--- config.mk ---
export PLATFORM = sky130hd
export DESIGN_NAME = mux_scan
export DESIGN_NICKNAME = d
export VERILOG_FILES = /design/src/rtl/mux_scan.sv
export SDC_FILE = /design/constraint.sdc
export NUM_CORES = 1
export LEC_CHECK = 0
export BUFFER_PORTS_ARGS = -buffer_cell sky130_fd_sc_hd__buf_2
export CAP_MARGIN = 0
export CORE_MARGIN = 3
export CORE_UTILIZATION = 48
export DETAILED_ROUTE_END_ITERATION = 10
export GPL_TIMING_DRIVEN = 0
export HOLD_SLACK_MARGIN = 0.05
export PLACE_DENSITY = 0.85
export SETUP_SLACK_MARGIN = 0.5
export SLEW_MARGIN = 20
export SYNTH_ARGS = -nofsm -noshare
export SYNTH_HDL_FRONTEND = slang
export SYNTH_SLANG_ARGS = --single-unit
--- constraint.sdc ---
create_clock -name clk -period 1.6 [get_ports clk]
set_input_delay 0.4 -clock clk [delete_from_list [all_inputs] [get_ports clk]]
set_output_delay 0.4 -clock clk [all_outputs]
set_load 0.01 [all_outputs]
--- src/rtl/mux_scan.sv ---
`default_nettype none
// ============================================================================
// Module   : mux_scan
// Purpose  : Registered N-channel multiplexer. A channel is chosen either
//            from an external select (manual) or by stepping through every
//            channel in turn (scan). The chosen channel is sampled after a
//            programmable dwell time and offered on a valid/ready output.
// Ports    : clk        - rising-edge clock
//            rst_n      - asynchronous active-low reset
//            in_data    - CHANNELS*WIDTH packed inputs, channel k at
//                         [k*WIDTH +: WIDTH]
//            en         - run enable
//            mode       - 0 = manual (sel), 1 = scan (auto-increment)
//            sel        - manual channel select (clamped to CHANNELS-1)
//            out_data   - sampled channel data
//            out_ch     - index of the sampled channel
//            out_valid  - out_data/out_ch hold a sample
//            out_ready  - consumer accepts the sample
//            wrap       - one-cycle pulse when the scan pointer wraps to 0
// Revision : 1.0 - initial release
// ============================================================================
module mux_scan #(
    parameter int WIDTH    = 4,
    parameter int CHANNELS = 4,
    parameter int SEL_W    = 2,
    parameter int DWELL    = 4
) (
    input  logic                      clk,
    input  logic                      rst_n,
    input  logic [CHANNELS*WIDTH-1:0] in_data,
    input  logic                      en,
    input  logic                      mode,
    input  logic [SEL_W-1:0]          sel,
    output logic [WIDTH-1:0]          out_data,
    output logic [SEL_W-1:0]          out_ch,
    output logic                      out_valid,
    input  logic                      out_ready,
    output logic                      wrap
);

    localparam int CNT_W = (DWELL > 1) ? $clog2(DWELL) : 1;

    localparam logic [CNT_W-1:0] c_cnt_last = CNT_W'(DWELL - 1);
    localparam logic [SEL_W-1:0] c_ch_last  = SEL_W'(CHANNELS - 1);

    typedef enum logic [1:0] {
        S_IDLE    = 2'd0,
        S_DWELL   = 2'd1,
        S_PRESENT = 2'd2
    } state_t;

    state_t              r_state;
    logic [CNT_W-1:0]    r_cnt;
    logic [SEL_W-1:0]    r_cur_ch;
    logic [WIDTH-1:0]    r_out_data;
    logic [SEL_W-1:0]    r_out_ch;
    logic                r_out_valid;
    logic                r_wrap;

    logic [WIDTH-1:0]    w_ch_data [CHANNELS];
    logic [SEL_W-1:0]    w_eff_ch;
    logic [WIDTH-1:0]    w_eff_data;
    logic [SEL_W-1:0]    w_next_ch;

    for (genvar k = 0; k < CHANNELS; k++) begin : g_unpack
        assign w_ch_data[k] = in_data[k*WIDTH +: WIDTH];
    end

    // Effective channel at the sampling edge: scan pointer or clamped select.
    always_comb begin
        w_eff_ch = r_cur_ch;
        if (!mode) begin
            w_eff_ch = (sel > c_ch_last) ? c_ch_last : sel;
        end
    end

    // Compare-and-select keeps the lookup safe when SEL_W can address more
    // entries than exist.
    always_comb begin
        w_eff_data = '0;
        for (int k = 0; k < CHANNELS; k++) begin
            if (w_eff_ch == SEL_W'(k)) begin
                w_eff_data = w_ch_data[k];
            end
        end
    end

    // Successor of the channel just handed off; derived from out_ch so the
    // pointer only advances once the consumer has taken the sample.
    assign w_next_ch = (r_out_ch == c_ch_last) ? '0 : r_out_ch + 1'b1;

    always_ff @(posedge clk or negedge rst_n) begin
        if (!rst_n) begin
            r_state     <= S_IDLE;
            r_cnt       <= '0;
            r_cur_ch    <= '0;
            r_out_data  <= '0;
            r_out_ch    <= '0;
            r_out_valid <= 1'b0;
            r_wrap      <= 1'b0;
        end else begin
            r_wrap <= 1'b0;
            case (r_state)
                S_IDLE: begin
                    r_out_valid <= 1'b0;
                    if (en) begin
                        r_state <= S_DWELL;
                        r_cnt   <= '0;
                    end
                end
                S_DWELL: begin
                    if (!en) begin
                        // Abort: nothing captured, pointer untouched.
                        r_state <= S_IDLE;
                        r_cnt   <= '0;
                    end else if (r_cnt == c_cnt_last) begin
                        r_out_data  <= w_eff_data;
                        r_out_ch    <= w_eff_ch;
                        r_out_valid <= 1'b1;
                        r_state     <= S_PRESENT;
                    end else begin
                        r_cnt <= r_cnt + 1'b1;
                    end
                end
                S_PRESENT: begin
                    // en is ignored here: a pending sample always completes.
                    if (out_ready) begin
                        r_out_valid <= 1'b0;
                        if (mode) begin
                            r_cur_ch <= w_next_ch;
                            r_wrap   <= (r_out_ch == c_ch_last);
                        end else begin
                            r_cur_ch <= r_out_ch;
                        end
                        r_cnt   <= '0;
                        r_state <= en ? S_DWELL : S_IDLE;
                    end
                end
                default: begin
                    r_state <= S_IDLE;
                end
            endcase
        end
    end

    assign out_data  = r_out_data;
    assign out_ch    = r_out_ch;
    assign out_valid = r_out_valid;
    assign wrap      = r_wrap;

endmodule
`default_nettype wire

### After elaboration in Yosys (flattened, before gate mapping)

Cells that the tools add are included.

* register bits: 14

* reduce and logical (&&, ||, !) cells: 8
* equality and inequality tests: 13
* add/sub/neg operators: 2
* muxes and demuxes: 26
* magnitude comparators: 1

Operator list (count)
* $mux 2: 12
* $mux 4: 4
* $pmux 2 s3: 2
* $eq 2x2->1 const B: 5
* $ne 2x2->1 const B: 4
* $reduce_and 4->1: 2
* $mux 1: 7
* $ne 3x3->1 const B: 2
* $reduce_and 3->1: 2
* $add 2x1->2 const B: 2
* $eq 2x1->1 const B: 2
* $logic_not 2->1: 2
* $pmux 1 s3: 1
* $reduce_bool 3->1: 1
* $gt 2x2->1 const B: 1
* $reduce_and 2->1: 1

### Depth between registers and ports, before layout

Gate-level depths: netlist (run 1).

* depth after elaboration: 8
* mapped depth: 5

### Worst setup path after synthesis (run 1)

Ideal clock, no wire load.

* kind: flip-flop to flip-flop
* start: register r_cnt[0]
* end: register r_out_data[2] (netlist: out_data[2])
* path slack: 0.251 ns
* clock period less this slack: 1.349 ns
* data arrival time: 1.217 ns
* required time: 1.468 ns
* cell stages (with the launch flop): 6
* path through: dfrtp_1 > ha_1 > and3_1 > nand2_2 > a2111oi_1 > nor2_1

* cells in the longest elaborated chain, start to end: 2

Ends and longest elaborated chain
* from (decl): line 53 `logic [CNT_W-1:0] r_cnt;`
* from (signal assigned): line 122 `r_cnt <= r_cnt + 1'b1;`
* $eq 2x2->1: line 116 `end else if (r_cnt == c_cnt_last) begin`
* $reduce_and 3->1 (no source line)
* to (signal assigned): line 117 `r_out_data <= w_eff_data;`
* to (decl): line 55 `logic [WIDTH-1:0] r_out_data;`

No other way between the ends.
A chain may end at the register's enable or synchronous reset.

### Final worst setup path (run 1)

* start: register r_cnt[0]
* end: register r_out_data[1] (netlist: out_data[1])

Same word-level chain as after synthesis.

==> out/metrics.csv, run 1 <==
stage;metric;value;unit
status;status;complete, no violations;
sta;maxSlewViolCount;0;
sta;slew_headroom;69.0;%
yosys;synth_area;886;µm²
yosys;synth_area_leader_cell;dfrtp_1;
detailed_routing;dr.pass1.iters;4;
clock_tree;clock_sinks;14;
critical_path;cp-endpoint;out_data[1];
critical_path;reg2reg_from;r_cnt[0];
finish;area_delta_synth_final;65.7;%
critical_path;worst-path-stages;5;
die;dieArea;0.00240;mm²
critical_path;required;1.76;ns
sta;fin_worst_skew;0.00140;ns
pwr;p_leak;0.663;nW
critical_path;crit_start;r_cnt[0];
clock_tree;clk_pin_slew;0.09;ns
detailed_routing;drc;0;
global_route;grt_max_degree;15;
critical_path;rrSetupSlack;0.26;ns
detailed_routing;vias;1160;
clock_tree;tritoncts;done;
detailed_routing;routed_wl;3850;µm
placement;port_buffers;29;
yosys;synth_top_area_share;39.5;%
critical_path;worstPathMaxFanout;4;
global_route;grt_use_total;26.6;%
critical_path;critPathMaxStageDelay;0.41;ns
yosys;synthFlopType;dfrtp_1;
critical_path;end_kind;flop;
yosys;syn_area_per_cell;8.60;µm²
sta;fmax;745;MHz
yosys;yosys-top-cells-area;dfrtp_1 40%, o21ai_0 7.3%, a21oi_1 6.8%, nand2_1 5.1%, a32o_1 3.4%;
critical_path;crit_buf_inv;0;
critical_path;slowest_stage;dfrtp_1;
die;die_width;49.0;µm
detailed_routing;post_drt_wl_per_cell;21.3;µm
sta;finalCriticalPeriod;1.34;ns
sta;tns;0;ns
critical_path;r2r_cells;5;
critical_path;timing.rr.end;out_data[1];
yosys;syn-num-nets;128;
clock_tree;cts-root-buf;clkbuf_4;
die;die_y;49.0;µm
critical_path;crit_chain;ha_4 -> nand3_4 -> a211o_4 -> o22ai_2 -> a21oi_1;
pwr;powerDensity;877;mW/mm²
finish;final_nets;183;
detailed_routing;via_per_inst;6.41;
yosys;synth-seq-cells;14;
die;ioPinCount;31;
finish;diodes;0;
clock_tree;cts_buffers;3;
yosys;synth_cells;103;
placement;place.gp.congestion;0.790;
placement;dpl.hpwl;1710;µm
finish;regArea;352;µm²
yosys;synth_edf_count;0;
sta;tightest_slew;0.463;ns
global_route;overflow;0;
yosys;synth.most_common_cell;dfrtp_1;
detailed_routing;final_antenna_net_count;0;
critical_path;crit_arrival;1.50;ns
yosys;yosys-top-cells-count;14 x dfrtp_1, 13 x o21ai_0, 12 x a21oi_1, 12 x nand2_1, 7 x nor2_1;
hold_path;hold_path.class;input port to flop;
die;rows;14;
pwr;peakVddDrop;0.848;mV
global_route;grt_first_pass_wirelength;4950;µm
critical_path;cp_top_family;compound AO/OA/AOI/OAI gates;
yosys;async_flop_share;100;%
yosys;yosysWarnings;0;
global_route;antenna_found_initial;0;
global_route;grt_pass1_vias;1058;
critical_path;crit_type;flop to flop;
sta;setup_viol;0;
critical_path;cp-start-kind;flop;
finish;drive_gt1_share;54.8;%
finish;multiInputGateArea;659;µm²
job;cap_viol_max_count;0;
clock_tree;insertion_delay;0.28;ns
die;initial_utilization;55.0;%
die;coreArea;0.00161;mm²
yosys;synth_seq_area_share;39.5;%
sta;layout_worst_path_cycle_share;83.8;%
yosys;ys_types;31;
finish;fill_cells;71;
sta;whs;0.344;ns
clock_tree;cts_htree_levels;1;
detailed_routing;drt_iter0_markers;49;
clock_tree;cts_buffer_depth;2;
sta;finalHoldViolCount;0;
sta;rsz0062_at_grt;true;
-- cell families after synthesis --
logic type	Yosys count	synth area share [%]
flip-flops	14	39.5
buffers and inverters	9	6.36
multiplexers	3	3.39
adder cells (fa/ha/maj)	2	2.82
AO/OA/AOI/OAI	42	30.4
AND/OR/NAND/NOR	33	17.5
-- state kept, by name, summed over array words and instances, names as in the netlist --
register   flops
out_data       4
out_ch         2
r_cnt          2
r_cur_ch       2
r_state        2
out_valid      1
wrap           1
-- cell type report --
class	count	share of cell area, %
multi-input cells	80	44.9
flip-flops and latches	14	24.0
inverters	3	0.938
plain buffers	6	3.67
well taps	24	2.05
repair buffers	50	22.0
clock buffers	4	2.47
-- where the power goes --
| part | switching, mW | internal, mW | total, mW | leakage (nW) |
|---|---|---|---|---|
| clock | 0.123 | 0.139 | 0.262 | 0.0210 |
| sequential | 0.0500 | 0.411 | 0.461 | 0.185 |
| combinational | 0.265 | 0.299 | 0.564 | 0.457 |
-- metal layers --
| metal | up-vias | routed length, µm | track usage, % |
|---|---|---|---|
| met2 | 105 | 1870 | 46.4 |
| met5 | - | 0 | 0 |
| met4 | 0 | 135 | 14.2 |
| met1 | 542 | 1440 | 30.9 |
| met3 | 21 | 411 | 4.28 |
| li1 | 492 | - | - |
-- through the flow --
stage               cells  instance area, µm²  total power [mW]  utilization [%]  worst slack, ns
detailed placement    156                1090             0.753             67.5            0.241
floorplan             103                 913             0.628                -            0.379
global placement      156                1090             0.736             67.5            0.252
global route          181                1470              1.34             91.1            0.215
finish                181                1470              1.29             91.1            0.258
CTS                   173                1330              1.13             82.6            0.307
-- cell usage in the layout (no fill, tap or decap), types with 2 or more instances in the layout --
master    instances
clkbuf_4          4
nand2_1          10
inv_1             2
o21ai_1           5
buf_2            29
nor2_2            2
o211ai_1          2
o22ai_2           4
mux2i_1           3
a32o_1            3
nor2_1            5
a21oi_1           9
o21ai_0           8
ha_4              2
a21oi_2           3
dfrtp_1          13
buf_4            18
nand2b_1          3
buf_6             7
-- repair_timing --
action | 4_1_cts | 5_1_grt
endpoints found under the hold margin | 14 | 0
pin swaps | 4 | 7
buffers inserted | 12 | 8
hold buffers | 1 | 0
gates resized for setup | 23 | 17
endpoints found under the setup margin | 20 | 20
-- worst min path at each step --
stage | startpoint | endpoint | slack [ns] | cells past startpoint
after floorplan | rst_n | out_ch[0] | 0.10 | 0
after global placement | rst_n | wrap | 0.31 | 1
after detailed placement | rst_n | out_data[2] | 0.32 | 1
after CTS | out_ready | r_state[1] | 0.32 | 2
after global routing | out_ready | r_state[1] | 0.35 | 2
final | out_ready | r_state[1] | 0.34 | 2
No activity file was read; power rests on OpenSTA's default activity.
==> run 2, diff against run 1 <==
--- a/config.mk
+++ b/config.mk
@@ -8,11 +8,11 @@
 export BUFFER_PORTS_ARGS = -buffer_cell sky130_fd_sc_hd__buf_2
 export CAP_MARGIN = 0
 export CORE_MARGIN = 3
-export CORE_UTILIZATION = 48
+export CORE_UTILIZATION = 43
 export DETAILED_ROUTE_END_ITERATION = 10
 export GPL_TIMING_DRIVEN = 0
 export HOLD_SLACK_MARGIN = 0.05
-export PLACE_DENSITY = 0.85
+export PLACE_DENSITY = 0.81
 export SETUP_SLACK_MARGIN = 0.5
 export SLEW_MARGIN = 20
 export SYNTH_ARGS = -nofsm -noshare
==> constraint.sdc (replaced) <==
create_clock -name clk -period 1.2 [get_ports clk]
set_input_delay 0.3 -clock clk [delete_from_list [all_inputs] [get_ports clk]]
set_output_delay 0.3 -clock clk [all_outputs]
set_load 0.01 [all_outputs]
==> out/metrics.csv, run 2 (synthesis gave the netlist of run 1 again) <==
stage;metric;value;unit
finish;final_nets;182;
job;cap_viol_max_count;0;
die;rows;15;
sta;fin_ws;-0.0716;ns
global_route;grt_max_degree;15;
sta;layout_worst_path_cycle_share;106;%
clock_tree;clock_sinks;14;
detailed_routing;via_per_inst;5.64;
pwr;peakVddDrop;1.05;mV
pwr;p_leak;0.654;nW
sta;whs;-0.107;ns
finish;layout_commonest_cell;buf_2;
detailed_routing;drt_iter0_markers;23;
critical_path;cp-start-kind;flop;
critical_path;end_kind;flop;
hold_path;hold_path.class;input port to async pin;
critical_path;crit_type;flop to flop;
sta;finalHoldViolCount;14;
clock_tree;tritoncts;done;
detailed_routing;top_layer;met4;
sta;rsz0062_at_grt;true;
critical_path;reg2reg_from;r_cur_ch[0];
pwr;power.total;1.63;mW
detailed_routing;wl_met2;1370;µm
finish;final_util;78.4;%
die;die_y;51.4;µm
finish;fill_cells;139;
critical_path;required;1.37;ns
sta;setup_viol;4;
detailed_routing;final_antenna_net_count;0;
critical_path;slowest_stage;dfrtp_1;
global_route;grt_use_total;21.1;%
detailed_routing;vias;1021;
detailed_routing;routed_wl;2710;µm
critical_path;rrSetupSlack;-0.07;ns
pwr;pwr-share-seq;37.3;%
critical_path;timing.rr.end;out_data[2];
die;dieArea;0.00264;mm²
global_route;antenna_found_initial;0;
finish;area_delta_synth_final;62.7;%
clock_tree;cts_htree_levels;1;
die;initial_utilization;48.2;%
pwr;powerDensity;1130;mW/mm²
sta;tightest_slew;0.471;ns
status;violations;negative hold slack, negative setup slack;
sta;fmax;786;MHz
critical_path;worstPathMaxFanout;5;
sta;maxSlewViolCount;0;
finish;most-common-layout-cells;28 x buf_2, 14 x buf_4, 13 x buf_6;
global_route;grt_pass1_vias;937;
detailed_routing;wl_met3;158;µm
status;status;finished with violations;
critical_path;crit_chain;buf_6 -> o211ai_1 -> o21ai_2 -> a2111oi_4 -> nor2_1;
placement;place.gp.congestion;0.800;
global_route;grt_first_pass_wirelength;4110;µm
finish;largest_reg_flops;4;
pwr;switchingPower;0.508;mW
clock_tree;insertion_delay;0.29;ns
sta;fin_worst_skew;0.00119;ns
clock_tree;cts_buffer_depth;2;
detailed_routing;post_drt_wl_per_cell;15.0;µm
placement;port_buffers;29;
finish;diodes;0;
critical_path;critPathMaxStageDelay;0.42;ns
sta;slew_headroom;68.5;%
placement;dpl.hpwl;1670;µm
clock_tree;cts_buffers;3;
die;coreArea;0.00184;mm²
clock_tree;cts-root-buf;clkbuf_4;
pwr;comb_power_share;41.6;%
global_route;overflow;0;
pwr;intPower;1.12;mW
critical_path;crit_arrival;1.44;ns
finish;multiInputGateArea;618;µm²
detailed_routing;m1WireLength;1070;µm
critical_path;r2r_cells;5;
die;die_width;51.4;µm
detailed_routing;drc;0;
pwr;switching_share;31.2;%
sta;tns;-0.151;ns
detailed_routing;dr.pass1.iters;4;
finish;regArea;353;µm²
sta;finalCriticalPeriod;1.27;ns
finish;drive_gt1_share;53.2;%
clock_tree;clk_pin_slew;0.08;ns
die;ioPinCount;31;
pwr;pwr-share-clk;21.1;%
[run 2: changes by cell type in the layout (fill, tap and decap cells not counted), sizes merged]
cell	change
buf	+1
dlygate4sd3	-1
clkbuf	-1
[run 2: worst max-delay path by stage]
stage	cells past startpoint	startpoint	end
5_1_grt	5	r_cur_ch[0]	out_data[2]
2_1_floorplan	5	r_cnt[0]	out_data[2]
3_3_place_gp	5	r_cnt[0]	out_data[2]
6_report	5	r_cur_ch[0]	out_data[2]
3_5_place_dp	5	r_cnt[0]	out_data[2]
4_1_cts	5	r_cnt[0]	out_data[2]
[run 2: per-stage QoR]
| stage | hold WS, ns | instances | area, µm² | worst slack (ns) |
|---|---|---|---|---|
| global route | -0.0988 | 181 | 1440 | -0.145 |
| finish | -0.107 | 181 | 1440 | -0.0716 |
| floorplan | 0.00441 | 103 | 937 | -0.0281 |
| CTS | -0.104 | 174 | 1290 | -0.105 |
| global placement | 0.205 | 157 | 1110 | -0.120 |
| detailed placement | 0.217 | 157 | 1110 | -0.187 |
[run 2: power by group through the flow]
stage / logic [mW] / clock network (mW) / registers, mW
CTS: 0.545 / 0.353 / 0.592
global route: 0.745 / 0.363 / 0.619
floorplan: 0.208 / 0 / 0.638
finish: 0.678 / 0.344 / 0.607
global placement: 0.382 / 0 / 0.610
detailed placement: 0.396 / 0 / 0.615
[run 2: final cells by class]
type | count | area share [%]
inverter | 3 | 0.781
clock buffer | 4 | 2.52
timing repair buffer | 49 | 23.2
sequential | 14 | 24.5
buffer | 6 | 3.99
multi-input combinational | 80 | 42.9
tap | 25 | 2.17
[run 2: timing repair]
item	in CTS	in global routing
gates cloned	0	1
pin swaps	10	10
endpoints found under the setup margin	22	22
gates resized for setup	11	23
hold endpoints to repair	14	14
buffers inserted	13	6
[run 2: worst max-delay path: cells and delay by family, from the launching register on]
kind | cells | cell delay, ns
AO/OA/AOI/OAI | 3 | 0.50
flip-flops | 1 | 0.42
buffers and inverters | 1 | 0.14
AND/OR/NAND/NOR | 1 | 0.09
[run 2: per-layer routing]
| layer | up-vias | track usage (%) |
|---|---|---|
| met5 | - | 0 |
| met4 | 0 | 14.8 |
| met3 | 11 | 6.41 |
| met2 | 45 | 34.7 |
| met1 | 477 | 22.9 |
| li1 | 488 | - |
==> run 3, diff against run 2 <==
==> config.mk (replaced) <==
export PLATFORM = sky130hd
export DESIGN_NAME = mux_scan
export DESIGN_NICKNAME = d
export VERILOG_FILES = /design/src/rtl/mux_scan.sv
export SDC_FILE = /design/constraint.sdc
export NUM_CORES = 1
export LEC_CHECK = 0
export CAP_MARGIN = 0
export CORE_UTILIZATION = 54
export DETAILED_ROUTE_END_ITERATION = 10
export DONT_BUFFER_PORTS = 1
export GPL_TIMING_DRIVEN = 0
export HOLD_SLACK_MARGIN = 0.05
export PLACE_DENSITY = 0.8
export SETUP_SLACK_MARGIN = 0.5
export SLEW_MARGIN = 20
export SYNTH_ARGS = -nofsm -noshare
export SYNTH_HDL_FRONTEND = slang
export SYNTH_SLANG_ARGS = --single-unit
==> out/metrics.csv, run 3 (synthesis gave the netlist of run 1 again) <==
stage;metric;value;unit
global_route;grt_pass1_vias;815;
detailed_routing;final_antenna_net_count;0;
detailed_routing;drc;0;
critical_path;cp-start-kind;flop;
pwr;switching_share;32.5;%
sta;finalCriticalPeriod;1.32;ns
pwr;p_leak;0.475;nW
placement;placedCellCount;119;
critical_path;crit_chain;ha_4 -> nand3_2 -> a211o_1 -> o22ai_1 -> a21oi_2;
sta;tightest_slew;0.651;ns
die;dieArea;0.00181;mm²
pwr;comb_power_share;25.4;%
detailed_routing;post_drt_wl_per_cell;18.6;µm
status;status;finished with violations;
critical_path;critPathMaxStageDelay;0.43;ns
critical_path;crit_arrival;1.49;ns
die;ioPinCount;31;
sta;rsz0062_at_grt;true;
sta;layout_worst_path_cycle_share;110;%
clock_tree;insertion_delay;0.28;ns
placement;port_buffers;0;
sta;slew_headroom;56.6;%
finish;regArea;354;µm²
finish;layout_commonest_cell;dfrtp_1;
finish;most-common-layout-cells;11 x dfrtp_1, 9 x nand2_1, 9 x o21ai_0;
global_route;overflow;0;
finish;area_delta_synth_final;34.2;%
critical_path;cp_top_family;compound AO/OA/AOI/OAI gates;
clock_tree;cts_htree_levels;1;
sta;fmax;760;MHz
clock_tree;cts_buffers;3;
finish;drive_gt1_share;38.3;%
die;die_width;42.5;µm
finish;diodes;0;
detailed_routing;dr.pass1.iters;4;
detailed_routing;drt_iter0_markers;20;
clock_tree;clock_sinks;14;
finish;multiInputGateArea;628;µm²
finish;instances_no_fill;131;
pwr;switchingPower;0.437;mW
clock_tree;cts-root-buf;clkbuf_4;
clock_tree;cts_buffer_depth;2;
placement;dpl.hpwl;1510;µm
clock_tree;tritoncts;done;
critical_path;crit_type;flop to flop;
detailed_routing;vias;860;
pwr;power.total;1.34;mW
critical_path;slowest_stage;dfrtp_1;
sta;finalHoldViolCount;0;
critical_path;crit_buf_inv;0;
hold_path;hold_path.class;input port to flop;
placement;place.gp.congestion;0.829;
detailed_routing;via_per_inst;6.56;
die;initial_utilization;58.1;%
finish;stdcell_area;0.00119;mm²
die;rows;14;
global_route;grt_first_pass_wirelength;3490;µm
critical_path;worstPathMaxFanout;4;
finish;fill_cells;99;
job;cap_viol_max_count;0;
die;die_y;42.5;µm
status;violations;negative setup slack;
die;coreArea;0.00152;mm²
pwr;peakVddDrop;1.07;mV
pwr;pwr-share-seq;49.3;%
clock_tree;clk_pin_slew;0.09;ns
placement;place_area;957;µm²
global_route;grt_use_total;26.0;%
sta;whs;0.0937;ns
global_route;antenna_found_initial;0;
sta;tns;-0.596;ns
global_route;grt_max_degree;15;
critical_path;required;1.37;ns
finish;largest_reg_flops;4;
critical_path;end_kind;flop;
detailed_routing;routed_wl;2430;µm
sta;setup_viol;8;
pwr;intPower;0.908;mW
pwr;powerDensity;1130;mW/mm²
pwr;pwr-share-clk;25.3;%
finish;final_nets;141;
sta;fin_ws;-0.116;ns
placement;dp_slack;-0.168;ns
sta;maxSlewViolCount;0;
sta;fin_worst_skew;0.00412;ns
finish;final_util;78.0;%
==> run 3: final cells by class <==
cell class / instances / share of cell area, %
Timing Repair Buffer: 8 / 6.84
Inverter: 3 / 0.947
Clock buffer: 4 / 3.05
Sequential cell: 14 / 29.8
Tap cell: 16 / 1.68
Buffer: 6 / 4.84
Multi-Input combinational cell: 80 / 52.8
==> run 3: timing repair <==
item                       4_1_cts  5_1_grt
buffers inserted                 5        2
gates resized for setup         15       15
setup endpoints to repair       22       36
hold buffers                     1        0
hold endpoints to repair        14        0
pin swaps                       13        8
==> run 3: final timing paths <==
check | from | to | slack (ns) | cells after the start
min in group asynchronous | rst_n | r_state[0] | 0.10 | 1
hold / removal | out_ready | r_state[1] | 0.09 | 1
setup / recovery | r_cnt[1] | out_data[3] | -0.12 | 5
hold reg to reg | out_valid | out_valid | 0.58 | 2
max in group asynchronous | rst_n | r_cur_ch[1] | 0.65 | 1
setup reg to reg | r_cnt[1] | out_data[3] | -0.12 | 5
==> run 3: per-layer routing <==
layer  vias to the layer above  GRT usage (%)  routed length (µm)
li1                        407              -                   -
met1                       417           32.5                1070
met2                        32           45.2                1210
met3                         4           9.05                 120
met4                         0           1.25                  25
met5                         -              0                   0
==> run 3: power by group through the flow <==
stage / registers (mW) / logic (mW) / clock network, mW
after floorplan: 0.638 / 0.208 / 0
after global placement: 0.655 / 0.231 / 0
after global routing: 0.669 / 0.372 / 0.365
after detailed placement: 0.657 / 0.247 / 0
after CTS: 0.658 / 0.296 / 0.348
final: 0.663 / 0.341 / 0.341
